File: src/rtl/stage_if_mt.sv
// stage_if_mt -- multithreaded instruction-fetch stage.
//
// Holds one PC per hardware thread and issues one fetch per cycle. A
// round-robin scheduler skips stalled, waiting and redirected threads. The
// selected PC goes out to the I-TLB. The returned physical address is looked
// up in a direct-mapped I-cache, and misses go to a single-outstanding refill
// engine. Results are placed in the IF/ID register, which uses a valid/ready
// handshake.
//
// Ports
//   clk, rst                 clock, asynchronous active-low reset
//   redirect_*               overwrite one thread's PC at the next edge
//   thread_stall             per-thread stall from later stages
//   itlb_vaddr/paddr/miss    same-cycle address translation
//   mem_req_*                line-refill request (valid/ready)
//   mem_rsp_*                refill data, tagged with its line address
//   id_valid/id_ready/id_*   IF/ID register and handshake
//   thread_waiting           threads blocked on an outstanding refill
//
// Refill engine states
//   state   | meaning
//   ST_IDLE | no refill outstanding, a cache miss may start one
//   ST_REQ  | request presented, waiting for mem_req_ready
//   ST_WAIT | request accepted, waiting for the matching response
module stage_if_mt #(
    parameter int N_THREADS  = 4,
    parameter int VADDR_W    = 32,
    parameter int PADDR_W    = 20,
    parameter int LINES      = 4,
    parameter int LINE_BYTES = 16,
    parameter logic [VADDR_W-1:0] RESET_PC = '0
) (
    input  logic                          clk,
    input  logic                          rst,
    input  logic                          redirect_en,
    input  logic [$clog2(N_THREADS)-1:0]  redirect_thread,
    input  logic [VADDR_W-1:0]            redirect_pc,
    input  logic [N_THREADS-1:0]          thread_stall,
    output logic [VADDR_W-1:0]            itlb_vaddr,
    input  logic [PADDR_W-1:0]            itlb_paddr,
    input  logic                          itlb_miss,
    output logic                          mem_req_valid,
    output logic [PADDR_W-1:0]            mem_req_addr,
    input  logic                          mem_req_ready,
    input  logic                          mem_rsp_valid,
    input  logic [PADDR_W-1:0]            mem_rsp_addr,
    input  logic [8*LINE_BYTES-1:0]       mem_rsp_line,
    output logic                          id_valid,
    input  logic                          id_ready,
    output logic [VADDR_W-1:0]            id_pc,
    output logic [31:0]                   id_instruction,
    output logic [$clog2(N_THREADS)-1:0]  id_thread,
    output logic                          id_itlb_miss,
    output logic [N_THREADS-1:0]          thread_waiting
);

    localparam int TW     = $clog2(N_THREADS);
    localparam int OFF_W  = $clog2(LINE_BYTES);
    localparam int IDX_W  = $clog2(LINES);
    localparam int TAG_W  = PADDR_W - OFF_W - IDX_W;
    localparam int LINE_W = 8 * LINE_BYTES;
    localparam int WORDS  = LINE_BYTES / 4;

    typedef enum logic [1:0] {ST_IDLE, ST_REQ, ST_WAIT} fill_state_t;

    fill_state_t             state_q, state_d;
    logic [VADDR_W-1:0]      pc_q [N_THREADS];
    logic [VADDR_W-1:0]      pc_d [N_THREADS];
    logic [LINES-1:0]        valid_q, valid_d;
    logic [TAG_W-1:0]        tag_q [LINES];
    logic [TAG_W-1:0]        tag_d [LINES];
    logic [LINE_W-1:0]       data_q [LINES];
    logic [LINE_W-1:0]       data_d [LINES];
    logic [PADDR_W-1:0]      req_addr_q, req_addr_d;
    logic [TW-1:0]           req_thread_q, req_thread_d;
    logic [TW-1:0]           last_q, last_d;
    logic [N_THREADS-1:0]    waiting_q, waiting_d;
    logic                    id_valid_q, id_valid_d;
    logic [VADDR_W-1:0]      id_pc_q, id_pc_d;
    logic [31:0]             id_instr_q, id_instr_d;
    logic [TW-1:0]           id_thread_q, id_thread_d;
    logic                    id_miss_q, id_miss_d;

    logic [N_THREADS-1:0]    eligible;
    logic                    slot_free;
    logic                    sel_found;
    logic                    sel_valid;
    logic [TW-1:0]           sel_thread;
    logic [IDX_W-1:0]        lk_idx;
    logic [TAG_W-1:0]        lk_tag;
    logic [OFF_W-1:0]        lk_word;
    logic                    lk_hit;
    logic [31:0]             lk_instr;
    logic                    fill;
    logic [IDX_W-1:0]        fill_idx;

    assign slot_free  = !id_valid_q || id_ready;
    assign itlb_vaddr = pc_q[sel_thread];

    assign lk_idx   = itlb_paddr[OFF_W +: IDX_W];
    assign lk_tag   = itlb_paddr[PADDR_W-1 -: TAG_W];
    assign lk_word  = itlb_paddr[OFF_W-1:0] >> 2;
    assign lk_hit   = valid_q[lk_idx] && (tag_q[lk_idx] == lk_tag);

    assign fill     = (state_q == ST_WAIT) && mem_rsp_valid && (mem_rsp_addr == req_addr_q);
    assign fill_idx = req_addr_q[OFF_W +: IDX_W];

    always_comb begin
        eligible   = '0;
        sel_found  = 1'b0;
        sel_thread = '0;
        lk_instr   = '0;
        for (int i = 0; i < N_THREADS; i++) begin
            eligible[i] = !thread_stall[i] && !waiting_q[i]
                          && !(redirect_en && (redirect_thread == TW'(i)));
        end
        // Search starts just after last_q. The index wraps naturally because
        // N_THREADS is a power of two.
        for (int k = 1; k <= N_THREADS; k++) begin
            if (!sel_found && eligible[last_q + TW'(k)]) begin
                sel_found  = 1'b1;
                sel_thread = last_q + TW'(k);
            end
        end
        for (int w = 0; w < WORDS; w++) begin
            if (lk_word == OFF_W'(w)) lk_instr = data_q[lk_idx][32*w +: 32];
        end
    end

    assign sel_valid = slot_free && sel_found;

    always_comb begin
        state_d      = state_q;
        pc_d         = pc_q;
        valid_d      = valid_q;
        tag_d        = tag_q;
        data_d       = data_q;
        req_addr_d   = req_addr_q;
        req_thread_d = req_thread_q;
        last_d       = last_q;
        waiting_d    = waiting_q;
        id_valid_d   = id_valid_q;
        id_pc_d      = id_pc_q;
        id_instr_d   = id_instr_q;
        id_thread_d  = id_thread_q;
        id_miss_d    = id_miss_q;

        if (slot_free) id_valid_d = 1'b0;

        if (sel_valid) begin
            last_d = sel_thread;
            if (itlb_miss) begin
                id_valid_d  = 1'b1;
                id_pc_d     = pc_q[sel_thread];
                id_instr_d  = '0;
                id_thread_d = sel_thread;
                id_miss_d   = 1'b1;
            end else if (lk_hit) begin
                id_valid_d  = 1'b1;
                id_pc_d     = pc_q[sel_thread];
                id_instr_d  = lk_instr;
                id_thread_d = sel_thread;
                id_miss_d   = 1'b0;
                pc_d[sel_thread] = pc_q[sel_thread] + VADDR_W'(4);
            end else if (state_q == ST_IDLE) begin
                waiting_d[sel_thread] = 1'b1;
                req_addr_d   = {itlb_paddr[PADDR_W-1:OFF_W], {OFF_W{1'b0}}};
                req_thread_d = sel_thread;
                state_d      = ST_REQ;
            end
            // A miss while the engine is busy just replays on a later turn.
        end

        case (state_q)
            ST_REQ: begin
                if (mem_req_ready) state_d = ST_WAIT;
            end
            ST_WAIT: begin
                if (fill) begin
                    valid_d[fill_idx] = 1'b1;
                    tag_d[fill_idx]   = req_addr_q[PADDR_W-1 -: TAG_W];
                    data_d[fill_idx]  = mem_rsp_line;
                    waiting_d[req_thread_q] = 1'b0;
                    state_d = ST_IDLE;
                end
            end
            default: ;
        endcase

        // Redirect wins over the increment. It never cancels an outstanding refill.
        if (redirect_en) pc_d[redirect_thread] = redirect_pc;
    end

    always_ff @(posedge clk or negedge rst) begin
        if (!rst) begin
            state_q      <= ST_IDLE;
            for (int i = 0; i < N_THREADS; i++) pc_q[i] <= RESET_PC;
            valid_q      <= '0;
            for (int l = 0; l < LINES; l++) begin
                tag_q[l]  <= '0;
                data_q[l] <= '0;
            end
            req_addr_q   <= '0;
            req_thread_q <= '0;
            last_q       <= TW'(N_THREADS - 1);
            waiting_q    <= '0;
            id_valid_q   <= 1'b0;
            id_pc_q      <= '0;
            id_instr_q   <= '0;
            id_thread_q  <= '0;
            id_miss_q    <= 1'b0;
        end else begin
            state_q      <= state_d;
            pc_q         <= pc_d;
            valid_q      <= valid_d;
            tag_q        <= tag_d;
            data_q       <= data_d;
            req_addr_q   <= req_addr_d;
            req_thread_q <= req_thread_d;
            last_q       <= last_d;
            waiting_q    <= waiting_d;
            id_valid_q   <= id_valid_d;
            id_pc_q      <= id_pc_d;
            id_instr_q   <= id_instr_d;
            id_thread_q  <= id_thread_d;
            id_miss_q    <= id_miss_d;
        end
    end

    assign mem_req_valid  = (state_q == ST_REQ);
    assign mem_req_addr   = req_addr_q;
    assign thread_waiting = waiting_q;
    assign id_valid       = id_valid_q;
    assign id_pc          = id_pc_q;
    assign id_instruction = id_instr_q;
    assign id_thread      = id_thread_q;
    assign id_itlb_miss   = id_miss_q;

endmodule

File: config.mk
export PLATFORM = sky130hd
export DESIGN_NAME = stage_if_mt
export DESIGN_NICKNAME = d
export VERILOG_FILES = /design/src/rtl/stage_if_mt.sv
export SDC_FILE = /design/constraint.sdc
export NUM_CORES = 1
export LEC_CHECK = 0
export CORE_AREA = 5 5 307 309
export DETAILED_ROUTE_END_ITERATION = 10
export DIE_AREA = 0 0 312 314
export PLACE_DENSITY = 0.66
export SLEW_MARGIN = 20
export SYNTH_ARGS = -nofsm -noshare
export SYNTH_HDL_FRONTEND = slang
export SYNTH_SLANG_ARGS = --single-unit
File: constraint.sdc
create_clock -name clk -period 3.8 [get_ports clk]
set_input_delay 0.76 -clock clk [delete_from_list [all_inputs] [get_ports clk]]
set_output_delay 0.76 -clock clk [all_outputs]
set_load 0.01 [all_outputs]
# Word-level counts from Yosys, hierarchy flattened
# Cells that the tools add are included.
[classes]
magnitude_cmp = 18
reduce_logical = 49
bitwise_logic = 10
n_mux = 78
addsub = 4
eq_ne = 10
[ops]
columns = ["operator", "count"]
rows = [
  ["two-way mux 128 bit", 7],
  ["bitwise mux 512 bit", 1],
  ["two-way mux 32 bit", 12],
  ["binary-select mux 128 bit (select 2 bit)", 1],
  ["bitwise mux 128 bit", 2],
  ["demux 128 bit (select 2 bit)", 1],
  ["demux 32 bit (select 2 bit)", 2],
  ["binary-select mux 32 bit (select 2 bit)", 1],
  ["bitwise mux 56 bit", 1],
  ["two-way mux 14 bit", 3],
  ["adder 32 x 3 -> 32 bit, second input constant", 1],
  ["binary-select mux 14 bit (select 2 bit)", 1],
  ["demux 14 bit (select 2 bit)", 1],
  ["logical AND 1 bit", 25],
  ["< comparator 2 x 3 -> 1 bit, second input constant", 8],
  ["two-way mux 2 bit", 12],
  ["two-way mux 4 bit", 6],
  ["== test 20 bit", 1],
  ["two-way mux 1 bit", 18],
  ["logical NOT 1 bit", 16],
  ["== test 14 bit", 1],
  [">= comparator 3 bit, second input constant", 4],
  ["NOT 2 -> 3 bit", 4],
  ["binary-select mux 1 bit (select 2 bit)", 5],
  ["other kinds (18)", 35],
]
[word_totals]
output_inout_bits = 125
ff_bits = 794
elab_cells = 192
in_bits = 213

# Longest topological paths before layout
# Gate-level depths: netlist of the first run.
[logic_depth]
word_depth = 28
ltp_mapped = 17
depth_no_buf = 13

# Worst setup path before layout of the first run
# Ideal clock, no wire load.
[synth_timing]
path_kind = "input -> register"
start = "in redirect_thread[1]"
end = "reg pc_q[28] (netlist name)"
setup_slack_ps = -1057
setup_ps = 130
cell_stages = 16
required_time_ps = 3670
arrival_ps = 4727
path_buffers = 5
path_cell_list = "buf_2 > or3b_4 > buf_6 > a311oi_2 > o32a_2 > buf_6 > buf_4 > o22ai_1 > nor3_1 > ha_1 > nand4_2 > or4_1 > buf_2 > or4_4 > xor2_1 > o21ai_1"
[synth_rtl]
columns = ["element", "line_no", "source"]
rows = [
  ["start, declared", "36", "input logic [$clog2(N_THREADS)-1:0] redirect_thread,"],
  ["end signal, assigned", "214", "pc_q <= pc_d;"],
  ["end, declared", "67", "logic [VADDR_W-1:0] pc_q [N_THREADS];"],
]

# Worst setup path after layout of the first run
[layout_timing]
start = "in redirect_thread[0]"
end = "out itlb_vaddr[20]"
[layout_between]
elab_chain_len = 20
elab_cells_between_ends = 41
classes_between = "eq/ne: 3; mux: 18; bitwise: 1; reduce/logical: 19"
[layout_lines]
columns = ["element", "line_no", "source"]
rows = [
  ["== test 2 x 1 -> 1 bit (tied with other cells)", "115", "&& !(redirect_en && (redirect_thread == TW'(i)));"],
  ["logical AND 1 bit", "115", ""],
  ["logical NOT 1 bit", "115", ""],
  ["logical AND 1 bit", "115", ""],
  ["binary-select mux 1 bit (select 2 bit)", "120", "if (!sel_found && eligible[last_q + TW'(k)]) begin"],
  ["two-way mux 1 bit (not written as such)", "120", ""],
  ["two-way mux 1 bit", "120", ""],
  ["logical NOT 1 bit", "120", ""],
  ["[... 3 more ...]", "n/a", ""],
  ["logical AND 1 bit", "120", ""],
  ["two-way mux 1 bit", "120", ""],
  ["logical NOT 1 bit", "120", ""],
  ["logical AND 1 bit", "120", ""],
  ["two-way mux 2 bit *", "120", ""],
  ["NOT 2 -> 3 bit (not written as such) *", "98", "assign itlb_vaddr = pc_q[sel_thread];"],
  ["binary-select mux 32 bit (select 2 bit) *", "98", ""],
  ["two-way mux 32 bit (not written as such) * (2 in a row)", "98", ""],
  ["end, declared", "39", "output logic [VADDR_W-1:0] itlb_vaddr,"],
]
# Mark *: on every way between the ends. The rest lies on a longest branch, timed or not. The select of a mux whose other input is x is not followed.

==> results of run 1 <==
-- cells in the mapped netlist, types with 6 or more instances --
master | instances | area share, %
sky130_fd_sc_hd__a21o_1 | 12 | 0.24
sky130_fd_sc_hd__nor4_1 | 14 | 0.24
sky130_fd_sc_hd__mux2i_1 | 28 | 0.76
sky130_fd_sc_hd__nor3_1 | 47 | 0.64
sky130_fd_sc_hd__xor2_1 | 20 | 0.47
sky130_fd_sc_hd__nand4_1 | 13 | 0.22
sky130_fd_sc_hd__and3_1 | 17 | 0.29
sky130_fd_sc_hd__or3_1 | 8 | 0.14
sky130_fd_sc_hd__nand2b_1 | 36 | 0.61
sky130_fd_sc_hd__dfrtp_1 | 792 | 54
sky130_fd_sc_hd__nor2_1 | 81 | 0.82
sky130_fd_sc_hd__clkbuf_1 | 154 | 1.6
sky130_fd_sc_hd__mux4_2 | 175 | 11
sky130_fd_sc_hd__o22ai_1 | 15 | 0.25
sky130_fd_sc_hd__o211ai_1 | 10 | 0.20
sky130_fd_sc_hd__xnor2_1 | 27 | 0.64
sky130_fd_sc_hd__mux2_2 | 607 | 19
sky130_fd_sc_hd__inv_1 | 30 | 0.30
sky130_fd_sc_hd__a31oi_1 | 19 | 0.32
sky130_fd_sc_hd__buf_1 | 24 | 0.24
sky130_fd_sc_hd__buf_2 | 13 | 0.18
sky130_fd_sc_hd__buf_4 | 6 | 0.12
sky130_fd_sc_hd__a22oi_1 | 22 | 0.45
sky130_fd_sc_hd__o21ai_0 | 191 | 2.6
sky130_fd_sc_hd__a32oi_1 | 6 | 0.14
sky130_fd_sc_hd__nand2_1 | 220 | 2.2
sky130_fd_sc_hd__nand3_1 | 39 | 0.53
sky130_fd_sc_hd__a21oi_1 | 41 | 0.56
-- metrics by stage --
stage               TNS, ns  util [%]  power (mW)
floorplan            -14.80         -        12.6
global placement     -83.72      47.9        16.3
detailed placement   -91.66      47.9        16.3
CTS                       0      51.8        25.7
global route          -1.41      52.1        26.8
finish                    0      52.1        25.7
-- cell type report --
class | instances | area (um^2)
fill | 7674 | 43600
sequential | 794 | 19900
multi-input combinational | 1739 | 16900
timing repair buffer | 628 | 6190
clock buffer | 129 | 2580
tap | 1186 | 1480
clock inverter | 29 | 325
inverter | 30 | 115
antenna | 15 | 37.5
-- state kept, by name (all words and copies together), names as in the netlist --
| register | count |
|---|---|
| data_q | 512 |
| pc_q | 128 |
| tag_q | 56 |
| id_instruction | 32 |
| id_pc | 32 |
| mem_req_addr | 16 |
| thread_waiting | 4 |
| valid_q | 4 |
| id_thread | 2 |
| last_q | 2 |
| req_thread_q | 2 |
| state_q | 2 |
| id_itlb_miss | 1 |
| id_valid | 1 |
-- report_power, final --
group,total [mW],internal [mW],leakage (nW),switching (mW)
clock network,8.55,4.94,1.42,3.61
logic,7.60,3.71,9.61,3.89
registers,9.55,9.00,10.8,0.547
total,25.7,17.7,21.8,8.04
-- per-layer routing --
layer	vias up	global-route usage [%]	share of wire, %
li1	11200	-	-
met1	13200	27.4	41
met2	779	35.1	48
met3	238	6.42	7.6
met4	26	6.90	3.1
met5	-	0	0.16
-- timing repair --
action / CTS / global route
resized for setup: 199 / 62
endpoints found under the setup margin: 85 / 68
cloned: 2 / 0
buffers inserted: 44 / 13
pin swaps: 25 / 29
-- worst paths after layout --
| kind | from | end | slack, ns | cells after the start |
|---|---|---|---|---|
| max | redirect_thread[0] | itlb_vaddr[20] | 0.01 | 12 |
| min | rst | data_q[259]$_DFFE_PN0P_ | 0.14 | 1 |
| max reg2reg | thread_waiting[3]$_DFF_PN0_ | pc_q[60]$_DFF_PN0_ | 0.04 | 13 |
| min reg2reg | valid_q[1]$_DFFE_PN0P_ | valid_q[1]$_DFFE_PN0P_ | 0.46 | 1 |
| max in group asynchronous | rst | data_q[179]$_DFFE_PN0P_ | 2.70 | 2 |
| min in group clk | valid_q[1]$_DFFE_PN0P_ | valid_q[1]$_DFFE_PN0P_ | 0.46 | 1 |
-- cells by family after synthesis --
kind of cell,Yosys count,share of synthesized area [%]
AOI/OAI and AO/OA,364,5.95
xor gates and xnor gates,47,1.11
adders and majority gates,5,0.169
buffers and inverters,230,2.50
DFF,794,53.8
muxes,810,29.9
other,1,0.0102
and+or+nand+nor,509,6.50
-- worst reg2reg max path: stages, from the launching register on --
cell,delay (ns)
sky130_fd_sc_hd__dfrtp_2,0.45
sky130_fd_sc_hd__a311o_1,0.43
sky130_fd_sc_hd__o22ai_1,0.18
sky130_fd_sc_hd__a221o_2,0.24
sky130_fd_sc_hd__buf_12,0.15
sky130_fd_sc_hd__buf_6,0.10
sky130_fd_sc_hd__o22ai_4,0.06
sky130_fd_sc_hd__a211oi_4,0.30
sky130_fd_sc_hd__ha_4,0.20
sky130_fd_sc_hd__nand4_4,0.08
sky130_fd_sc_hd__or4_4,0.55
sky130_fd_sc_hd__or4_4,0.60
sky130_fd_sc_hd__xor2_4,0.23
sky130_fd_sc_hd__o21ai_1,0.08
==> flow_summary.json, run 1 <==
{
  "clock_tree_from_tritoncts": "built",
  "tritoncts.num_buffers": 89,
  "first_iter_violations": 1708,
  "detailedRoute.firstPassIterationCount": 5,
  "power_density_nw_per_um2": 541,
  "grt_first_pass_wirelength_mm": 165,
  "slew_headroom_pct": 21.1,
  "htree_levels": 3,
  "arrival_ns": 3.03,
  "vias_in_the_first_global_route": 27100,
  "crit_path_top_delay_cell": "sky130_fd_sc_hd__nand3b_1",
  "finish.net_count": 3500,
  "synth_edf_count": 0,
  "drv_cap": 0,
  "grt_antenna_before_repair": 29,
  "globalRouteOverflowTotal": 0,
  "hold_violation_count_in_the_final_report": 0,
  "synth_area_per_cell_um2": 13.4,
  "worstPathCellList": "clkdlybuf4s15_2, buf_4, nand3b_1, buf_4, a32oi_1, a32oi_1, buf_4, buf_8, buf_4, o22ai_1, nor2_2, dlygate4sd2_1",
  "hold_buffers": 0,
  "fp.coreArea_um2": 91100,
  "routed_via_density": 5.58,
  "routedWlPerCell_um": 23.1,
  "core.rowCount": 111,
  "route.final.wire_length_mm": 105,
  "syn_inst": 2760,
  "fin_cells": 4550,
  "synth_flop_cell": "sky130_fd_sc_hd__dfrtp_1",
  "worst_path_most_repeated_cell": "sky130_fd_sc_hd__buf_4",
  "critical_path.top_delay_family": "buffers and inverters",
  "setup.worst_path.end_class": "output port",
  "dpl_cell_area_um2": 43600,
  "critPathKind": "in -> out",
  "number_of_design_rule_violations_left_after_detail_routing": 0,
  "synth.cell_area_um2": 36900,
  "worstSkewPairLatency_ns": 0.65,
  "leakagePower_nw": 21.8,
  "postLayoutCellArea_um2": 47500,
  "die_h_um": 314,
  "num_io_pins": 338,
  "cts_sinks": 794,
  "worstHoldPathType": "in -> async",
  "hold-worst-slack_ns": 0.142,
  "clockBufferDepth": 3,
  "critPathRequiredTime_ns": 3.04,
  "die_width_um": 312,
  "timing_worst_slew_pin_value_ns": 1.18,
  "cp.buffers_inverters": 7,
  "synth_warn": 0,
  "drive_above_1_share_pct": 41.3,
  "clk_pin_slew_worst_paths_ns": 0.06,
  "maximum_number_of_pins_on_one_net_before_global_route_repair": 114,
  "maxClockFrequency_mhz": 264,
  "asyncSetResetFlopFracSynth_pct": 100,
  "drt.antenna.violating_nets": 0,
  "gp_congestion": 0.897,
  "unrepaired_setup_endpoints_after_global_routing": "yes",
  "routed-via-count": 25400,
  "detailedPlacementHpwl_mm": 69.7,
  "final_max_slew_viol_count": 0,
  "layout.cells.most_common_list": "sky130_fd_sc_hd__dfrtp_1 (791), sky130_fd_sc_hd__mux2_2 (607), sky130_fd_sc_hd__clkdlybuf4s50_1 (287)",
  "critPathMaxFanout": 8,
  "floorplan.initialDensity_pct": 40.5,
  "commonest_non_fill_non_tap_cell_in_the_layout": "sky130_fd_sc_hd__dfrtp_1",
  "groute.usage.overall_pct": 21.4,
  "cp_slowest_stage_delay_ns": 0.33,
  "final_min_period_over_clock_period_pct": 99.7,
  "worst_setup_path_start_kind": "primary input",
  "final_period_minus_worst_setup_slack_ns": 3.79,
  "portion_of_the_post_synthesis_area_used_by_sequential_elements_pct": 53.8,
  "io_buffer_count": 331,
  "flow.area_growth_from_synthesis_pct": 28.6,
  "post-place-ws_ns": -0.966,
  "clockRootBuffer": "sky130_fd_sc_hd__clkbuf_16",
  "outcome": "finished clean",
  "postSynthRegisterBits": 794,
  "setup_slack_ns": 0.0117,
  "vdd.ir_drop.worst_mv": 0.320,
  "finalClockSkew_ns": 0.0337,
  "die_area_um2": 98000,
  "synth.lib_cells_used.distinct": 71,
  "setup-violations-final": 0,
  "placed_cells": 4320
}
(Power assumes the default switching activity.)
==> inputs of run 2 (changes only) <==
--- a/config.mk
+++ b/config.mk
@@ -5,10 +5,10 @@
 export SDC_FILE = /design/constraint.sdc
 export NUM_CORES = 1
 export LEC_CHECK = 0
-export CORE_AREA = 5 5 307 309
+export CORE_AREA = 2 2 290 292
 export DETAILED_ROUTE_END_ITERATION = 10
-export DIE_AREA = 0 0 312 314
-export PLACE_DENSITY = 0.66
+export DIE_AREA = 0 0 292 294
+export PLACE_DENSITY = 0.71
 export SLEW_MARGIN = 20
 export SYNTH_ARGS = -nofsm -noshare
 export SYNTH_HDL_FRONTEND = slang
==> flow_summary.json, run 2 (same netlist as run 1, synthesis figures left out) <==
{
  "outcome": "finished clean",
  "final_max_slew_viol_count": 0,
  "critPathKind": "in -> out",
  "htree_levels": 3,
  "slew_headroom_pct": 33.2,
  "num_io_pins": 338,
  "layout.cells.most_common_list": "sky130_fd_sc_hd__dfrtp_1 (792), sky130_fd_sc_hd__mux2_2 (607), sky130_fd_sc_hd__clkdlybuf4s50_1 (286)",
  "critPathRequiredTime_ns": 3.04,
  "cp.buffers_inverters": 6,
  "crit_path_top_delay_cell": "sky130_fd_sc_hd__a221o_2",
  "clock_tree_from_tritoncts": "built",
  "setup-violations-final": 0,
  "postLayoutCellArea_um2": 47600,
  "p_sw_share_pct": 31.2,
  "p_comb_share_pct": 29.7,
  "die_width_um": 292,
  "drv_cap": 0,
  "commonest_non_fill_non_tap_cell_in_the_layout": "sky130_fd_sc_hd__dfrtp_1",
  "internal-power_mw": 18.0,
  "cp_slowest_stage_delay_ns": 0.44,
  "drt.antenna.violating_nets": 0,
  "cts_sinks": 794,
  "hold_violation_count_in_the_final_report": 0,
  "reg.largest.list": "data_q x512, pc_q x128, tag_q x56",
  "nFillCells": 6470,
  "groute.usage.overall_pct": 25.5,
  "worst_setup_path_start_kind": "primary input",
  "detailedPlacementHpwl_mm": 73.2,
  "hold_buffers": 0,
  "tritoncts.num_buffers": 89,
  "routed_via_density": 5.84,
  "drive_above_1_share_pct": 41.5,
  "dpl_cell_area_um2": 43600,
  "setup.worst_path.end_class": "output port",
  "fp.coreArea_um2": 82900,
  "power.clock.fraction_pct": 33.7,
  "vias_in_the_first_global_route": 28200,
  "core.rowCount": 106,
  "maxClockFrequency_mhz": 265,
  "gp_congestion": 0.965,
  "clockBufferDepth": 3,
  "multi_input_comb_area_um2": 16900,
  "worstHoldPathType": "in -> async",
  "critPathMaxFanout": 10,
  "clockRootBuffer": "sky130_fd_sc_hd__clkbuf_16",
  "finalClockSkew_ns": 0.0336,
  "routed-via-count": 26000,
  "routedWlPerCell_um": 24.5,
  "clk_pin_slew_worst_paths_ns": 0.05,
  "floorplan.initialDensity_pct": 44.5,
  "arrival_ns": 3.02,
  "die_h_um": 294,
  "power.switching_mw": 8.16,
  "grt_first_pass_wirelength_mm": 169,
  "first_iter_violations": 1970,
  "vdd.ir_drop.worst_mv": 0.360,
  "final_min_period_over_clock_period_pct": 99.4,
  "final_period_minus_worst_setup_slack_ns": 3.78,
  "largest_reg_flops": 512,
  "max_flop_register": "data_q",
  "io_buffer_count": 331,
  "worst_path_most_repeated_cell": "sky130_fd_sc_hd__buf_4",
  "detailedRoute.firstPassIterationCount": 6,
  "number_of_design_rule_violations_left_after_detail_routing": 0,
  "leakagePower_nw": 22.0,
  "flow.area_growth_from_synthesis_pct": 28.9,
  "worstSkewPairLatency_ns": 0.66,
  "p_seq_share_pct": 36.6,
  "power_density_nw_per_um2": 550,
  "critical_path.top_delay_family": "buffers and inverters",
  "globalRouteOverflowTotal": 0,
  "unrepaired_setup_endpoints_after_global_routing": "yes",
  "grt_antenna_before_repair": 29,
  "layout.core_utilization_pct": 57.4,
  "timing_worst_slew_pin_value_ns": 1.00,
  "route.final.wire_length_mm": 109,
  "die_area_um2": 85800,
  "finish.net_count": 3516,
  "maximum_number_of_pins_on_one_net_before_global_route_repair": 130,
  "worstPathCellList": "buf_4, or3b_4, buf_6, a22o_1, a221o_2, buf_12, buf_16, o22ai_2, a211oi_2, buf_4, clkdlybuf4s15_2",
  "regArea_um2": 19900
}
## run 2: cell types whose count changed in the layout (fill, tap and decap cells not counted), sizes merged, moves of 2 or more
cell / previous run / this run
buf: 327 / 335
bufinv: 3 / 5
clkbuf: 134 / 140
clkdlybuf4s15: 4 / 7
clkinvlp: 4 / 2
diode: 15 / 6
dlygate4sd2: 4 / 7
## run 2: power groups by stage
stage	Combinational [mW]	Clock (mW)	Sequential [mW]
after global routing	8.23	9.34	9.62
after CTS	7.40	8.99	9.54
final	7.78	8.82	9.56
after floorplan	2.97	0	9.60
after global placement	6.73	0	9.64
after detailed placement	6.84	0	9.67
## run 2: final timing paths
path,from,to,slack (ns),depth (start not counted)
min,rst,id_pc[5]$_DFFE_PN0P_,0.06,1
max in group asynchronous,rst,tag_q[11]$_DFFE_PN0P_,2.60,3
min reg2reg,valid_q[3]$_DFFE_PN0P_,valid_q[3]$_DFFE_PN0P_,0.46,1
max,redirect_thread[0],itlb_vaddr[9],0.02,11
max reg2reg,last_q[1]$_DFFE_PN1P_,pc_q[23]$_DFF_PN0_,0.09,16
min in group clk,valid_q[3]$_DFFE_PN0P_,valid_q[3]$_DFFE_PN0P_,0.46,1
## run 2: layout make-up
cell class	instances	share of cell area [%]
Sequential cell	794	41.8
Inverter	30	0.242
Tap cell	1080	2.84
Clock inverter	29	0.794
Clock buffer	131	5.58
Multi-Input combinational cell	1739	35.5
Timing Repair Buffer	644	13.3
Antenna cell	6	0.0315
## run 2: repair_timing
action | 4_1_cts | 5_1_grt
pin swaps | 22 | 32
buffers inserted | 31 | 13
endpoints found under the setup margin | 97 | 61
hold endpoints to repair | 0 | 0
cloned | 2 | 2
gates resized for setup | 171 | 81
## run 2: metrics by stage
stage | setup slack, ns | total power [mW] | instances | TNS [ns] | hold slack [ns]
5_1_grt | -0.0310 | 27.2 | 4452 | -0.0703 | 0.0982
2_1_floorplan | -0.623 | 12.6 | 2763 | -14.80 | 0.429
6_report | 0.0246 | 26.2 | 4453 | 0 | 0.0646
3_5_place_dp | -1.05 | 16.5 | 4240 | -104.58 | 0.451
4_1_cts | -0.00156 | 25.9 | 4433 | -0.00156 | 0.0818
3_3_place_gp | -0.985 | 16.4 | 4240 | -99.92 | 0.447
## run 2: per-layer routing
layer | part of all wire [%] | vias to the layer above | global-route usage [%]
met5 | 0.23 | - | 0
met4 | 3.0 | 42 | 8.20
met3 | 7.4 | 262 | 6.56
met2 | 49 | 917 | 43.0
met1 | 40 | 13600 | 32.2
li1 | - | 11200 | -
==> inputs of run 3 (changes only) <==
--- a/config.mk
+++ b/config.mk
@@ -8,6 +8,7 @@
 export CORE_AREA = 2 2 290 292
 export DETAILED_ROUTE_END_ITERATION = 10
 export DIE_AREA = 0 0 292 294
+export GPL_TIMING_DRIVEN = 0
 export PLACE_DENSITY = 0.71
 export SLEW_MARGIN = 20
 export SYNTH_ARGS = -nofsm -noshare
==> flow_summary.json, run 3 (same netlist as run 1, synthesis figures left out) <==
{
  "outcome": "complete, but fails checks",
  "violations": "negative setup slack",
  "worst_setup_path_start_kind": "flip-flop",
  "hold-worst-slack_ns": 0.0885,
  "post-place-ws_ns": -1.94,
  "largest_reg_flops": 512,
  "flow.area_growth_from_synthesis_pct": 28.2,
  "drive_above_1_share_pct": 39.7,
  "gp_congestion": 0.973,
  "finalSetupTns_ns": -2.57,
  "final_period_minus_worst_setup_slack_ns": 3.99,
  "maximum_number_of_pins_on_one_net_before_global_route_repair": 136,
  "crit_path_top_delay_cell": "sky130_fd_sc_hd__or4_4",
  "globalRouteOverflowTotal": 0,
  "design_power_total_mw": 26.6,
  "fp.coreArea_um2": 82900,
  "grt_first_pass_wirelength_mm": 170,
  "power_density_nw_per_um2": 562,
  "leakagePower_nw": 21.7,
  "hold_buffers": 0,
  "tritoncts.num_buffers": 87,
  "nFillCells": 6590,
  "io_buffer_count": 324,
  "worstSkewPairLatency_ns": 0.64,
  "setup.worst_path.end_class": "flip-flop",
  "detailedPlacementHpwl_mm": 77.8,
  "drt.antenna.violating_nets": 0,
  "layout.core_utilization_pct": 57.1,
  "routedWlPerCell_um": 25.8,
  "clockRootBuffer": "sky130_fd_sc_hd__clkbuf_16",
  "final_min_period_over_clock_period_pct": 105,
  "htree_levels": 3,
  "setup-violations-final": 41,
  "groute.usage.overall_pct": 26.4,
  "vdd.ir_drop.worst_mv": 0.334,
  "arrival_ns": 4.48,
  "finalClockSkew_ns": 0.0259,
  "layout.cells.most_common_list": "sky130_fd_sc_hd__dfrtp_1 (789), sky130_fd_sc_hd__mux2_2 (605), sky130_fd_sc_hd__clkdlybuf4s50_1 (287)",
  "detailedRoute.firstPassIterationCount": 6,
  "multi_input_comb_area_um2": 17200,
  "cp.buffers_inverters": 3,
  "die_h_um": 294,
  "floorplan.initialDensity_pct": 44.5,
  "routed-via-count": 26800,
  "clock_tree_from_tritoncts": "built",
  "worstHoldPathType": "in -> async",
  "reg.largest.list": "data_q x512, pc_q x128, tag_q x56",
  "unrepaired_setup_endpoints_after_global_routing": "yes",
  "final_max_slew_viol_count": 0,
  "slew_headroom_pct": 29.3,
  "commonest_non_fill_non_tap_cell_in_the_layout": "sky130_fd_sc_hd__dfrtp_1",
  "die_area_um2": 85800,
  "critPathRequiredTime_ns": 4.29,
  "clockBufferDepth": 3,
  "timing_worst_slew_pin_value_ns": 1.06,
  "finish.net_count": 3533,
  "regArea_um2": 19900,
  "grt_antenna_before_repair": 26,
  "maxClockFrequency_mhz": 250,
  "critPathMaxFanout": 10,
  "core.rowCount": 106,
  "setup_slack_ns": -0.194,
  "critical_path.top_delay_family": "compound AO/OA/AOI/OAI gates",
  "cts_sinks": 794,
  "hold_violation_count_in_the_final_report": 0,
  "first_iter_violations": 2697,
  "route.final.wire_length_mm": 115,
  "drv_cap": 0,
  "vias_in_the_first_global_route": 27200,
  "critPathKind": "reg -> reg",
  "clk_pin_slew_worst_paths_ns": 0.06,
  "number_of_design_rule_violations_left_after_detail_routing": 0,
  "num_io_pins": 338,
  "worstPathCellList": "a311oi_2, a21o_1, o32a_2, buf_12, buf_12, o22ai_4, a211oi_4, buf_4, ha_4, nand4_4, or4_4, or4_4, xor2_4, o21ai_1",
  "routed_via_density": 5.99,
  "cp_slowest_stage_delay_ns": 0.62,
  "max_flop_register": "data_q",
  "die_width_um": 292
}
run 3: path summary, 6_finish.rpt:
check | startpoint | endpoint | slack (ns) | depth (start not counted)
max reg2reg | thread_waiting[3]$_DFF_PN0_ | pc_q[124]$_DFF_PN0_ | -0.19 | 14
min reg2reg | valid_q[3]$_DFFE_PN0P_ | valid_q[3]$_DFFE_PN0P_ | 0.47 | 1
max in group asynchronous | rst | data_q[113]$_DFFE_PN0P_ | 0.98 | 5
max | thread_waiting[3]$_DFF_PN0_ | pc_q[124]$_DFF_PN0_ | -0.19 | 14
min in group clk | valid_q[3]$_DFFE_PN0P_ | valid_q[3]$_DFFE_PN0P_ | 0.47 | 1
min | rst | id_pc[11]$_DFFE_PN0P_ | 0.09 | 1
run 3: layout make-up:
cell class,count,area share [%]
buffer,195,2.47
tap,1080,2.85
inverter,30,0.275
clock buffer,125,5.41
timing repair buffer,468,9.65
sequential,794,42.0
clock inverter,33,0.901
antenna,8,0.0423
multi-input combinational,1739,36.4
run 3: what timing repair did:
action                     in CTS  in global routing
pin swaps                      40                 52
buffers inserted               99                 37
setup endpoints to repair     524                407
resized for setup             280                178
cloned                          2                  1
run 3: worst reg2reg max path: cells and delay by family (launching register included):
family | cells | cell delay (ns)
AOI/OAI and AO/OA | 6 | 1.28
and+or+nand+nor | 3 | 1.20
xor gates and xnor gates | 1 | 0.30
buffers and inverters | 3 | 0.49
adders and majority gates | 1 | 0.15
DFF | 1 | 0.45
run 3: routing by layer:
metal | track usage, % | share of wire, % | vias up
met5 | 0 | 0.22 | -
met2 | 42.8 | 48 | 1382
li1 | - | - | 11300
met3 | 6.48 | 9.1 | 431
met4 | 11.9 | 5.1 | 40
met1 | 33.6 | 38 | 13700
run 3: metrics by stage:
step / instances / cell area (um^2)
global route: 4467 / 47300
finish: 4472 / 47300
global placement: 4167 / 41800
floorplan: 2763 / 37200
detailed placement: 4174 / 42000
CTS: 4429 / 46600
run 3: power breakdown:
group	leakage, nW	total (mW)	internal [mW]	switching, mW
combinational	9.42	8.32	3.82	4.50
sequential	10.8	9.53	9.00	0.528
clock	1.48	8.75	5.19	3.56
